### src/rtl/pipeline_pkg.sv
// pipeline_pkg
//   Shared definitions for the instruction decode stage: RV64I opcode values,
//   ALU operation codes, operand-A select encodings and the packed control
//   bundle carried in the ID/EX register.
package pipeline_pkg;

   localparam logic [6:0] OPC_LUI       = 7'b0110111;
   localparam logic [6:0] OPC_AUIPC     = 7'b0010111;
   localparam logic [6:0] OPC_JAL       = 7'b1101111;
   localparam logic [6:0] OPC_JALR      = 7'b1100111;
   localparam logic [6:0] OPC_BRANCH    = 7'b1100011;
   localparam logic [6:0] OPC_LOAD      = 7'b0000011;
   localparam logic [6:0] OPC_STORE     = 7'b0100011;
   localparam logic [6:0] OPC_OP_IMM    = 7'b0010011;
   localparam logic [6:0] OPC_OP_IMM_32 = 7'b0011011;
   localparam logic [6:0] OPC_OP        = 7'b0110011;
   localparam logic [6:0] OPC_OP_32     = 7'b0111011;

   localparam logic [3:0] ALU_ADD = 4'b0000;
   localparam logic [3:0] ALU_SUB = 4'b1000;

   localparam logic [1:0] SRC_A_RS1  = 2'd0;
   localparam logic [1:0] SRC_A_PC   = 2'd1;
   localparam logic [1:0] SRC_A_ZERO = 2'd2;

   // An all-zero value of this bundle is a bubble.
   typedef struct packed {
      logic       valid;
      logic       illegal;
      logic [4:0] rs1;
      logic [4:0] rs2;
      logic [4:0] rd;
      logic [2:0] funct3;
      logic [3:0] alu_op;
      logic [1:0] alu_src_a;
      logic       alu_src_b;
      logic       word_op;
      logic       mem_read;
      logic       mem_write;
      logic       reg_write;
      logic       mem_to_reg;
      logic       branch;
      logic       jump;
   } id_ctrl_t;

endpackage

### src/rtl/pipeline_imm_gen.sv
// pipeline_imm_gen
//   Combinational immediate generator. Selects the I/S/B/U/J format from
//   the opcode and sign-extends from instruction[31] to XLEN bits.
//   Ports:
//     instruction  in   32    instruction being decoded
//     imm          out  XLEN  sign-extended immediate (0 for R-type/unknown)
module pipeline_imm_gen
   import pipeline_pkg::*;
#(
   parameter int XLEN = 64
) (
   input  logic [31:0]     instruction,
   output logic [XLEN-1:0] imm
);

   logic [31:0] imm_w;
   logic        s;

   assign s = instruction[31];

   always_comb begin
      imm_w = '0;
      case (instruction[6:0])
         OPC_JALR, OPC_LOAD, OPC_OP_IMM, OPC_OP_IMM_32:
            imm_w = {{20{s}}, instruction[31:20]};
         OPC_STORE:
            imm_w = {{20{s}}, instruction[31:25], instruction[11:7]};
         OPC_BRANCH:
            imm_w = {{19{s}}, s, instruction[7], instruction[30:25],
                     instruction[11:8], 1'b0};
         OPC_LUI, OPC_AUIPC:
            imm_w = {instruction[31:12], 12'b0};
         OPC_JAL:
            imm_w = {{11{s}}, s, instruction[19:12], instruction[20],
                     instruction[30:21], 1'b0};
         default:
            imm_w = '0;
      endcase
   end

   // every 32-bit form already carries instruction[31] in its MSB
   assign imm = {{(XLEN-32){imm_w[31]}}, imm_w};

endmodule

### src/rtl/pipeline_id_stage.sv
// pipeline_id_stage
//   Instruction decode stage of the RV64I pipeline: decodes instruction_IF,
//   reads the register file with write-back bypass, builds the immediate,
//   detects load-use hazards and holds the ID/EX pipeline register.
//   Ports:
//     clk, reset            clock, async active-high reset
//     pc_IF, instruction_IF fetch-stage PC and instruction
//     stall_in, flush       downstream hold / branch-taken discard
//     rs1_addr, rs2_addr    register file read addresses (combinational)
//     rs1_data, rs2_data    register file read data
//     wb_we, wb_rd, wb_data write-back port used for bypass
//     hazard_stall          load-use stall request to fetch (combinational)
//     *_ID                  registered ID/EX outputs
module pipeline_id_stage
   import pipeline_pkg::*;
#(
   parameter int XLEN = 64
) (
   input  logic            clk,
   input  logic            reset,
   input  logic [XLEN-1:0] pc_IF,
   input  logic [31:0]     instruction_IF,
   input  logic            stall_in,
   input  logic            flush,
   output logic [4:0]      rs1_addr,
   output logic [4:0]      rs2_addr,
   input  logic [XLEN-1:0] rs1_data,
   input  logic [XLEN-1:0] rs2_data,
   input  logic            wb_we,
   input  logic [4:0]      wb_rd,
   input  logic [XLEN-1:0] wb_data,
   output logic            hazard_stall,
   output logic            valid_ID,
   output logic [XLEN-1:0] pc_ID,
   output logic [XLEN-1:0] rs1_val_ID,
   output logic [XLEN-1:0] rs2_val_ID,
   output logic [XLEN-1:0] imm_ID,
   output logic [4:0]      rs1_ID,
   output logic [4:0]      rs2_ID,
   output logic [4:0]      rd_ID,
   output logic [3:0]      alu_op_ID,
   output logic [2:0]      funct3_ID,
   output logic [1:0]      alu_src_a_ID,
   output logic            alu_src_b_ID,
   output logic            word_op_ID,
   output logic            mem_read_ID,
   output logic            mem_write_ID,
   output logic            reg_write_ID,
   output logic            mem_to_reg_ID,
   output logic            branch_ID,
   output logic            jump_ID,
   output logic            illegal_ID
);

   logic [6:0]      opcode;
   logic [2:0]      funct3;
   logic            is_shift;
   logic            uses_rs1;
   logic            uses_rs2;
   id_ctrl_t        dec;
   logic [XLEN-1:0] imm;
   logic [XLEN-1:0] rs1_fwd;
   logic [XLEN-1:0] rs2_fwd;

   id_ctrl_t        ctrl_q;
   logic [XLEN-1:0] pc_q;
   logic [XLEN-1:0] rs1_val_q;
   logic [XLEN-1:0] rs2_val_q;
   logic [XLEN-1:0] imm_q;

   logic            load_en;
   logic            load_bubble;

   assign opcode   = instruction_IF[6:0];
   assign funct3   = instruction_IF[14:12];
   assign is_shift = (funct3 == 3'b001) || (funct3 == 3'b101);
   assign rs1_addr = instruction_IF[19:15];
   assign rs2_addr = instruction_IF[24:20];

   pipeline_imm_gen #(.XLEN(XLEN)) u_imm_gen (
      .instruction (instruction_IF),
      .imm         (imm)
   );

   always_comb begin
      dec      = '0;
      uses_rs1 = 1'b0;
      uses_rs2 = 1'b0;
      case (opcode)
         OPC_LUI: begin
            dec.valid     = 1'b1;
            dec.alu_src_a = SRC_A_ZERO;
            dec.alu_src_b = 1'b1;
            dec.reg_write = 1'b1;
         end
         OPC_AUIPC: begin
            dec.valid     = 1'b1;
            dec.alu_src_a = SRC_A_PC;
            dec.alu_src_b = 1'b1;
            dec.reg_write = 1'b1;
         end
         OPC_JAL: begin
            dec.valid     = 1'b1;
            dec.jump      = 1'b1;
            dec.alu_src_a = SRC_A_PC;
            dec.alu_src_b = 1'b1;
            dec.reg_write = 1'b1;
         end
         OPC_JALR: begin
            dec.valid     = 1'b1;
            dec.jump      = 1'b1;
            dec.alu_src_b = 1'b1;
            dec.reg_write = 1'b1;
            uses_rs1      = 1'b1;
         end
         OPC_BRANCH: begin
            // ALU compares rs1 against rs2; the target adder uses imm_ID
            dec.valid  = 1'b1;
            dec.branch = 1'b1;
            dec.alu_op = ALU_SUB;
            uses_rs1   = 1'b1;
            uses_rs2   = 1'b1;
         end
         OPC_LOAD: begin
            dec.valid      = 1'b1;
            dec.mem_read   = 1'b1;
            dec.mem_to_reg = 1'b1;
            dec.reg_write  = 1'b1;
            dec.alu_src_b  = 1'b1;
            uses_rs1       = 1'b1;
         end
         OPC_STORE: begin
            dec.valid     = 1'b1;
            dec.mem_write = 1'b1;
            dec.alu_src_b = 1'b1;
            uses_rs1      = 1'b1;
            uses_rs2      = 1'b1;
         end
         OPC_OP_IMM, OPC_OP_IMM_32: begin
            dec.valid     = 1'b1;
            dec.reg_write = 1'b1;
            dec.alu_src_b = 1'b1;
            dec.word_op   = (opcode == OPC_OP_IMM_32);
            // bit 30 only selects SRA/SRL on shifts; elsewhere it is imm data
            dec.alu_op    = {is_shift & instruction_IF[30], funct3};
            uses_rs1      = 1'b1;
         end
         OPC_OP, OPC_OP_32: begin
            dec.valid     = 1'b1;
            dec.reg_write = 1'b1;
            dec.word_op   = (opcode == OPC_OP_32);
            dec.alu_op    = {instruction_IF[30], funct3};
            uses_rs1      = 1'b1;
            uses_rs2      = 1'b1;
         end
         default: begin
            // all-zero is the fetch reset value and is a silent bubble
            dec.illegal = (instruction_IF != 32'd0);
         end
      endcase
      if (dec.valid) begin
         dec.rs1    = rs1_addr;
         dec.rs2    = rs2_addr;
         dec.rd     = instruction_IF[11:7];
         dec.funct3 = funct3;
      end
      if (dec.rd == 5'd0) begin
         dec.reg_write = 1'b0;
      end
   end

   assign rs1_fwd = (wb_we && wb_rd != 5'd0 && wb_rd == rs1_addr) ? wb_data : rs1_data;
   assign rs2_fwd = (wb_we && wb_rd != 5'd0 && wb_rd == rs2_addr) ? wb_data : rs2_data;

   assign hazard_stall = ctrl_q.valid & ctrl_q.mem_read & (ctrl_q.rd != 5'd0) &
                         (((ctrl_q.rd == rs1_addr) & uses_rs1) |
                          ((ctrl_q.rd == rs2_addr) & uses_rs2)) & ~flush;

   // flush beats stall_in; stall_in beats a hazard bubble
   assign load_en     = flush | ~stall_in;
   assign load_bubble = flush | hazard_stall;

   always_ff @(posedge clk or posedge reset) begin
      if (reset) begin
         ctrl_q    <= '0;
         pc_q      <= '0;
         rs1_val_q <= '0;
         rs2_val_q <= '0;
         imm_q     <= '0;
      end else if (load_en) begin
         if (load_bubble || !dec.valid) begin
            ctrl_q    <= load_bubble ? '0 : dec;
            pc_q      <= '0;
            rs1_val_q <= '0;
            rs2_val_q <= '0;
            imm_q     <= '0;
         end else begin
            ctrl_q    <= dec;
            pc_q      <= pc_IF;
            rs1_val_q <= rs1_fwd;
            rs2_val_q <= rs2_fwd;
            imm_q     <= imm;
         end
      end
   end

   assign valid_ID      = ctrl_q.valid;
   assign illegal_ID    = ctrl_q.illegal;
   assign pc_ID         = pc_q;
   assign rs1_val_ID    = rs1_val_q;
   assign rs2_val_ID    = rs2_val_q;
   assign imm_ID        = imm_q;
   assign rs1_ID        = ctrl_q.rs1;
   assign rs2_ID        = ctrl_q.rs2;
   assign rd_ID         = ctrl_q.rd;
   assign alu_op_ID     = ctrl_q.alu_op;
   assign funct3_ID     = ctrl_q.funct3;
   assign alu_src_a_ID  = ctrl_q.alu_src_a;
   assign alu_src_b_ID  = ctrl_q.alu_src_b;
   assign word_op_ID    = ctrl_q.word_op;
   assign mem_read_ID   = ctrl_q.mem_read;
   assign mem_write_ID  = ctrl_q.mem_write;
   assign reg_write_ID  = ctrl_q.reg_write;
   assign mem_to_reg_ID = ctrl_q.mem_to_reg;
   assign branch_ID     = ctrl_q.branch;
   assign jump_ID       = ctrl_q.jump;

endmodule

### config.mk
export PLATFORM = sky130hd
export DESIGN_NAME = pipeline_id_stage
export DESIGN_NICKNAME = d
export VERILOG_FILES = /design/src/rtl/pipeline_pkg.sv /design/src/rtl/pipeline_imm_gen.sv /design/src/rtl/pipeline_id_stage.sv
export SDC_FILE = /design/constraint.sdc
export NUM_CORES = 1
export LEC_CHECK = 0
export ABC_AREA = 1
export BUFFER_PORTS_ARGS = -buffer_cell sky130_fd_sc_hd__buf_2
export CAP_MARGIN = 20
export CELL_PAD_IN_SITES_DETAIL_PLACEMENT = 2
export CELL_PAD_IN_SITES_GLOBAL_PLACEMENT = 2
export CORE_MARGIN = 2
export CORE_UTILIZATION = 26
export DETAILED_ROUTE_END_ITERATION = 10
export GPL_TIMING_DRIVEN = 0
export HOLD_SLACK_MARGIN = 0.15
export PLACE_DENSITY = 0.81
export SKIP_CTS_REPAIR_TIMING = 1
export SLEW_MARGIN = 20
export SYNTH_ARGS = -nofsm -noshare
export SYNTH_HDL_FRONTEND = slang
export SYNTH_SLANG_ARGS = --single-unit
### constraint.sdc
create_clock -name clk -period 10.5 [get_ports clk]
set_input_delay 1.575 -clock clk [delete_from_list [all_inputs] [get_ports clk]]
set_output_delay 1.575 -clock clk [all_outputs]
set_load 0.01 [all_outputs]
==> results.yml, run 1 <==
routing:
  postRouteWirelength_um: 77100
  drtIter0Drc: 724
  ant_nets: 0
  first_pass_iters: 4
  viasPerCell: 5.07
  drc: 0
  via_count: 16531
  routedWlPerCell_um: 23.6
worst_setup_path:
  reg2reg_depth: 13
  worstSetupPathType: "input pin to output port"
  cpLargestDelayFamily: "simple AND/OR/NAND/NOR gates"
  crit_path_max_fanout: 8
  critPathCaptureType: "output port"
  path_buf_inv: 3
  startpoint: "instruction_IF[1]"
  worstPathArrival_ps: 3220
  crit_top_cell: "nand2_1"
  reg2reg_from: "rd_ID[3]"
  max_stage_delay_ps: 290
  cp_slowest_cell: "nand2_1"
  crit_required_ps: 8930
  crit_chain: "buf_2, nand2_1, inv_2, nand2_1, nor2_2, nor2_1, nand2_1, nand2_1, nand2_1, nand2_1, nor2_1, buf_2"
  worstSetupStartpointType: "input pin"
  path_depth: 12
timing:
  min_period_ps: 4800
  rsz0062_at_grt: "false"
  fin_skew_ps: 26.1
  fmax_mhz: 208
  min_period_over_period_pct: 45.7
  whs_ps: 475
  maxSlewHeadroom_pct: 30.4
  finalMaxSlewViolations: 0
  finalSetupViolCount: 0
  worst_pin_slew_ps: 1040
  setup_tns_ps: 0
  hold_viol_final: 0
synth:
  async_reset_ff_share_pct: 100
  ys_ff_latch: 257
  ys_dominant_reg_cell: "dfrtp_1"
  synth-seq-area-share_pct: 45.7
  synth_cells: 1890
  synth_area_leader_cell: "dfrtp_1"
  synth_edf_count: 0
  syn_area_per_cell_um2: 7.45
  synth.top_cell.area_share_pct: 45.7
  synthTopCellsByArea: "dfrtp_1, nand2_1, nand4_1, nand3_1, buf_4"
  synth_area_um2: 14100
  synth_fp_nets: 2188
  synth_cell_types: 27
  yosys_warnings: 0
power_and_ir_drop:
  clockPowerShare_pct: 47.5
  leakage_nw: 11.6
  p_comb_share_pct: 12.1
  p_int_w: 0.00179
  ir_drop_uv: 82.8
  power.share.sequential_pct: 40.4
  p_total_w: 0.00250
  power.density_nw_per_um2: 131
  power.share.switching_pct: 28.3
  power.switching_w: 0.000708
placement:
  gp_congestion: 0.915
  hpwlAfterDp_um: 59900
  place_area_um2: 18000
  io_buffers: 598
min_path:
  hp-start: "rs2_val_ID[57]"
  hold_depth: 2
  worstHoldPathType: "flip-flop to flip-flop"
cts:
  cts_buffer_depth: 3
  cts_inserted_buffers: 35
  cts_num_sinks: 257
  cts-root-buf: "clkbuf_16"
  h-tree-depth: 2
  clkLatencyLatePin_ps: 550
  clk_pin_slew_ps: 50
  cts_tree: "built"
die:
  die_area_um2: 56000
  start_util_pct: 26.2
  num_io_pins: 599
  die_x_um: 237
  die_h_um: 237
  core_area_um2: 53700
  placementRows: 85
grt:
  grt_pass1_vias: 18274
  antenna_found_initial: 28
  grt_pass1_wl_um: 114000
  grtUsageTotal_pct: 27.0
  grt_max_degree: 95
  grt.overflow.total: 0
layout:
  area_delta_synth_final_pct: 36.1
  multi_input_area_um2: 6270
  drive_gt1_share_pct: 30.7
  nFillCells: 6397
  final_nets: 2825
  fin_area_um2: 19200
  regArea_um2: 6430
run_status:
  status: "finished, final reports clean"
run:
  maxCapViolations: 0
-- synth_stat cells, types with 3 or more instances --
| cell | number |
|---|---|
| buf_1 | 21 |
| nand3_1 | 148 |
| nor2_2 | 4 |
| xnor2_1 | 9 |
| inv_1 | 45 |
| nand4_1 | 265 |
| buf_4 | 53 |
| buf_6 | 28 |
| dfrtp_1 | 257 |
| inv_2 | 6 |
| nand3b_1 | 19 |
| o21ai_0 | 23 |
| nor2_1 | 35 |
| nand2_2 | 3 |
| clkbuf_1 | 68 |
| buf_2 | 27 |
| nand2_1 | 861 |
| a21oi_1 | 3 |
-- stage by stage --
stage,util [%],worst slack [ps],cells
floorplan,-,1850,1890
global placement,33.4,-1480,3184
detailed placement,33.5,5710,3186
CTS,35.6,5720,3246
global route,35.7,5550,3258
finish,35.7,5700,3262
-- layer usage --
metal / vias to the layer above / global-route usage (%) / wire length [um]
met2: 510 / 48.4 / 39000
met1: 8321 / 30.8 / 30200
met5: - / 0 / 159
met3: 139 / 8.07 / 5500
li1: 7535 / - / -
met4: 26 / 8.02 / 2270
-- final timing paths --
check | endpoint | slack (ps)
min in group asynchronous | pc_ID[38] | 1120
max in group asynchronous | rs2_val_ID[7] | 8420
setup / recovery | hazard_stall | 5700
hold reg to reg | rs2_val_ID[57] | 480
hold / removal | rs2_val_ID[57] | 480
setup reg to reg | pc_ID[1] | 8350
-- cell type report --
class	count	share of cell area (%)
flip-flops and latches	257	33.6
well taps	696	4.54
plain buffers	197	6.17
inverters	53	1.09
diodes	16	0.209
clock inverters	11	0.548
multi-input cells	1383	32.7
clock buffers	49	5.27
repair buffers	600	15.9
-- placed cells by master, fill, tap and decap left out, types with 21 or more instances in the layout --
cell type,n
buf_6,28
o21ai_0,23
clkbuf_1,75
nand4_1,265
nor2_1,34
nand3_1,148
buf_1,21
inv_1,44
buf_2,625
nand2_1,861
buf_4,53
dfrtp_1,257
clkbuf_16,36
-- logic make-up (layout without fill, tap and decap cells) --
| group | count (synthesis) | in the layout | synth area share [%] |
|---|---|---|---|
| other cells | 0 | 16 | 0 |
| xor+xnor | 11 | 11 | 0.684 |
| compound gates | 30 | 30 | 1.12 |
| flops | 257 | 257 | 45.7 |
| simple gates | 1342 | 1342 | 42.7 |
| buf+inv | 250 | 910 | 9.83 |
-- sequential cells by signal (all words and copies together) (netlist names), 2 cells and up --
register and flops:
rs1_ID 5, funct3_ID 3, alu_op_ID 4, pc_ID 64, imm_ID 32, rs1_val_ID 64, alu_src_a_ID 2, rd_ID 5
rs2_ID 5, rs2_val_ID 64
-- worst reg2reg max path: cells and delay by family, from the launching register on --
family,cells,cell delay [ps]
AO/OA/AOI/OAI,1,80
flip-flops,1,460
buffers and inverters,3,550
AND/OR/NAND/NOR,9,940
-- power groups by stage --
stage	clock, W	sequential, W	combinational, W
2_1_floorplan	0	0.00103	0.000129
3_3_place_gp	0	0.00103	0.000291
3_5_place_dp	0	0.00103	0.000303
4_1_cts	0.00122	0.00101	0.000306
5_1_grt	0.00125	0.00101	0.000333
6_report	0.00119	0.00101	0.000303
No activity file was read; power rests on OpenSTA's default activity.
==> run 2: changes to the inputs <==
- clock period: 10.5 -> 4.8 ns (I/O delays scaled with it)
==> run 2 against run 1 <==
Routed wire length down 0.43%; register-to-register slack worse by 5600 ps; power grew 130%; via count decreased by 1.2%; clock skew fell by 9.6 ps; critical path depth is the same; combinational power grew 120%; first-iteration DRC count is 3.3% higher; sequential cell count stayed put; critical path type unchanged.
==> results.yml, run 2 (synthesis results as in run 1) <==
die:
  placementRows: 85
  die_area_um2: 56000
  die_h_um: 237
  core_area_um2: 53700
  num_io_pins: 599
  start_util_pct: 26.2
  die_x_um: 237
run_status:
  status: "finished, final reports clean"
power_and_ir_drop:
  ir_drop_uv: 194
  power.density_nw_per_um2: 300
  leakage_nw: 11.7
cts:
  clkLatencyLatePin_ps: 560
  clk_pin_slew_ps: 60
  cts_num_sinks: 257
  cts-root-buf: "clkbuf_16"
  cts_buffer_depth: 3
  cts_inserted_buffers: 35
  cts_tree: "built"
  h-tree-depth: 2
grt:
  antenna_found_initial: 26
  grt_pass1_wl_um: 115000
  grt_max_degree: 36
  grt.overflow.total: 0
  grt_pass1_vias: 18125
  grtUsageTotal_pct: 27.0
worst_setup_path:
  crit_top_cell: "nand2_1"
  worstSetupStartpointType: "input pin"
  startpoint: "instruction_IF[0]"
  worstSetupPathType: "input pin to output port"
  max_stage_delay_ps: 280
  crit_chain: "buf_2, nand2_1, inv_2, nand2_1, nor2_2, nor2_1, nand2_1, nand2_1, nand2_1, nand2_1, nor2_1, buf_2"
  crit_path_max_fanout: 8
  reg2reg_depth: 13
  worstPathArrival_ps: 2300
  critPathCaptureType: "output port"
  reg2reg_from: "rd_ID[3]"
  crit_required_ps: 4080
  cp_slowest_cell: "nand2_1"
layout:
  nFillCells: 6429
  multi_input_area_um2: 6270
  area_delta_synth_final_pct: 38.1
  final_common_cell: "nand2_1"
  final_nets: 2831
  regArea_um2: 6430
  fin_util_pct: 36.2
  mostFrequentLayoutCells: "nand2_1, buf_2, nand4_1"
  drive_gt1_share_pct: 31.1
routing:
  postRouteWirelength_um: 76800
  viasPerCell: 5.00
  drtIter0Drc: 748
  drc: 0
  first_pass_iters: 4
  via_count: 16339
  ant_nets: 0
  routedWlPerCell_um: 23.5
timing:
  worst_pin_slew_ps: 1050
  fin_skew_ps: 16.6
  setup_tns_ps: 0
  finalMaxSlewViolations: 0
  maxSlewHeadroom_pct: 29.9
  rsz0062_at_grt: "false"
  min_period_ps: 3020
  hold_viol_final: 0
  finalSetupViolCount: 0
  min_period_over_period_pct: 63.0
  whs_ps: 255
  fmax_mhz: 331
placement:
  gp_congestion: 0.941
  hpwlAfterDp_um: 60300
  io_buffers: 598
run:
  maxCapViolations: 0
min_path:
  worstHoldPathType: "input pin to asynchronous set/reset pin"
## run 2: cell count changes in the layout (fill, tap and decap cells not counted), sizes merged
cell	change
buf	+6
bufinv	+5
diode	-2
inv	-2
clkbuf	+1
## run 2: area by class of cell
type | instances | area share (%)
multi-input combinational | 1383 | 32.2
timing repair buffer | 606 | 16.2
antenna | 14 | 0.180
buffer | 197 | 6.08
sequential | 257 | 33.1
inverter | 53 | 1.06
clock buffer | 50 | 5.47
tap | 696 | 4.48
clock inverter | 14 | 1.21
## run 2: worst max-delay path, delay by kind of cell
kind	cells	cell delay, ps
buf+inv	3	350
simple gates	9	1230
## run 2: routing by layer
metal	GRT usage, %	vias to the layer above	share of wire, %
li1	-	7543	-
met1	31.0	8130	39
met2	48.1	489	50
met3	7.79	153	7.1
met4	9.21	24	3.4
met5	0	-	0.21
## run 2: final timing paths
check	end	slack [ps]
setup / recovery	hazard_stall	1780
hold / removal	pc_ID[6]	260
setup reg to reg	rs2_val_ID[29]	2740
hold reg to reg	mem_write_ID	480
max in group asynchronous	rs2_val_ID[11]	3240
min in group clk	pc_ID[16]	420
## run 2: power by group
part	total, W	switching, W	internal (W)
Clock	0.00296	0.00109	0.00187
Combinational	0.000668	0.000453	0.000215
Sequential	0.00221	0.0000168	0.00219
Total	0.00584	0.00156	0.00428
## run 2: stage by stage
stage	cell area, um2	setup slack [ps]	instances	total power, W
finish	19400	1780	3270	0.00584
global route	19400	1570	3264	0.00605
CTS	19400	1770	3256	0.00591
detailed placement	18100	1470	3192	0.00292
global placement	17900	-1130	3184	0.00289
floorplan	14100	694	1890	0.00254
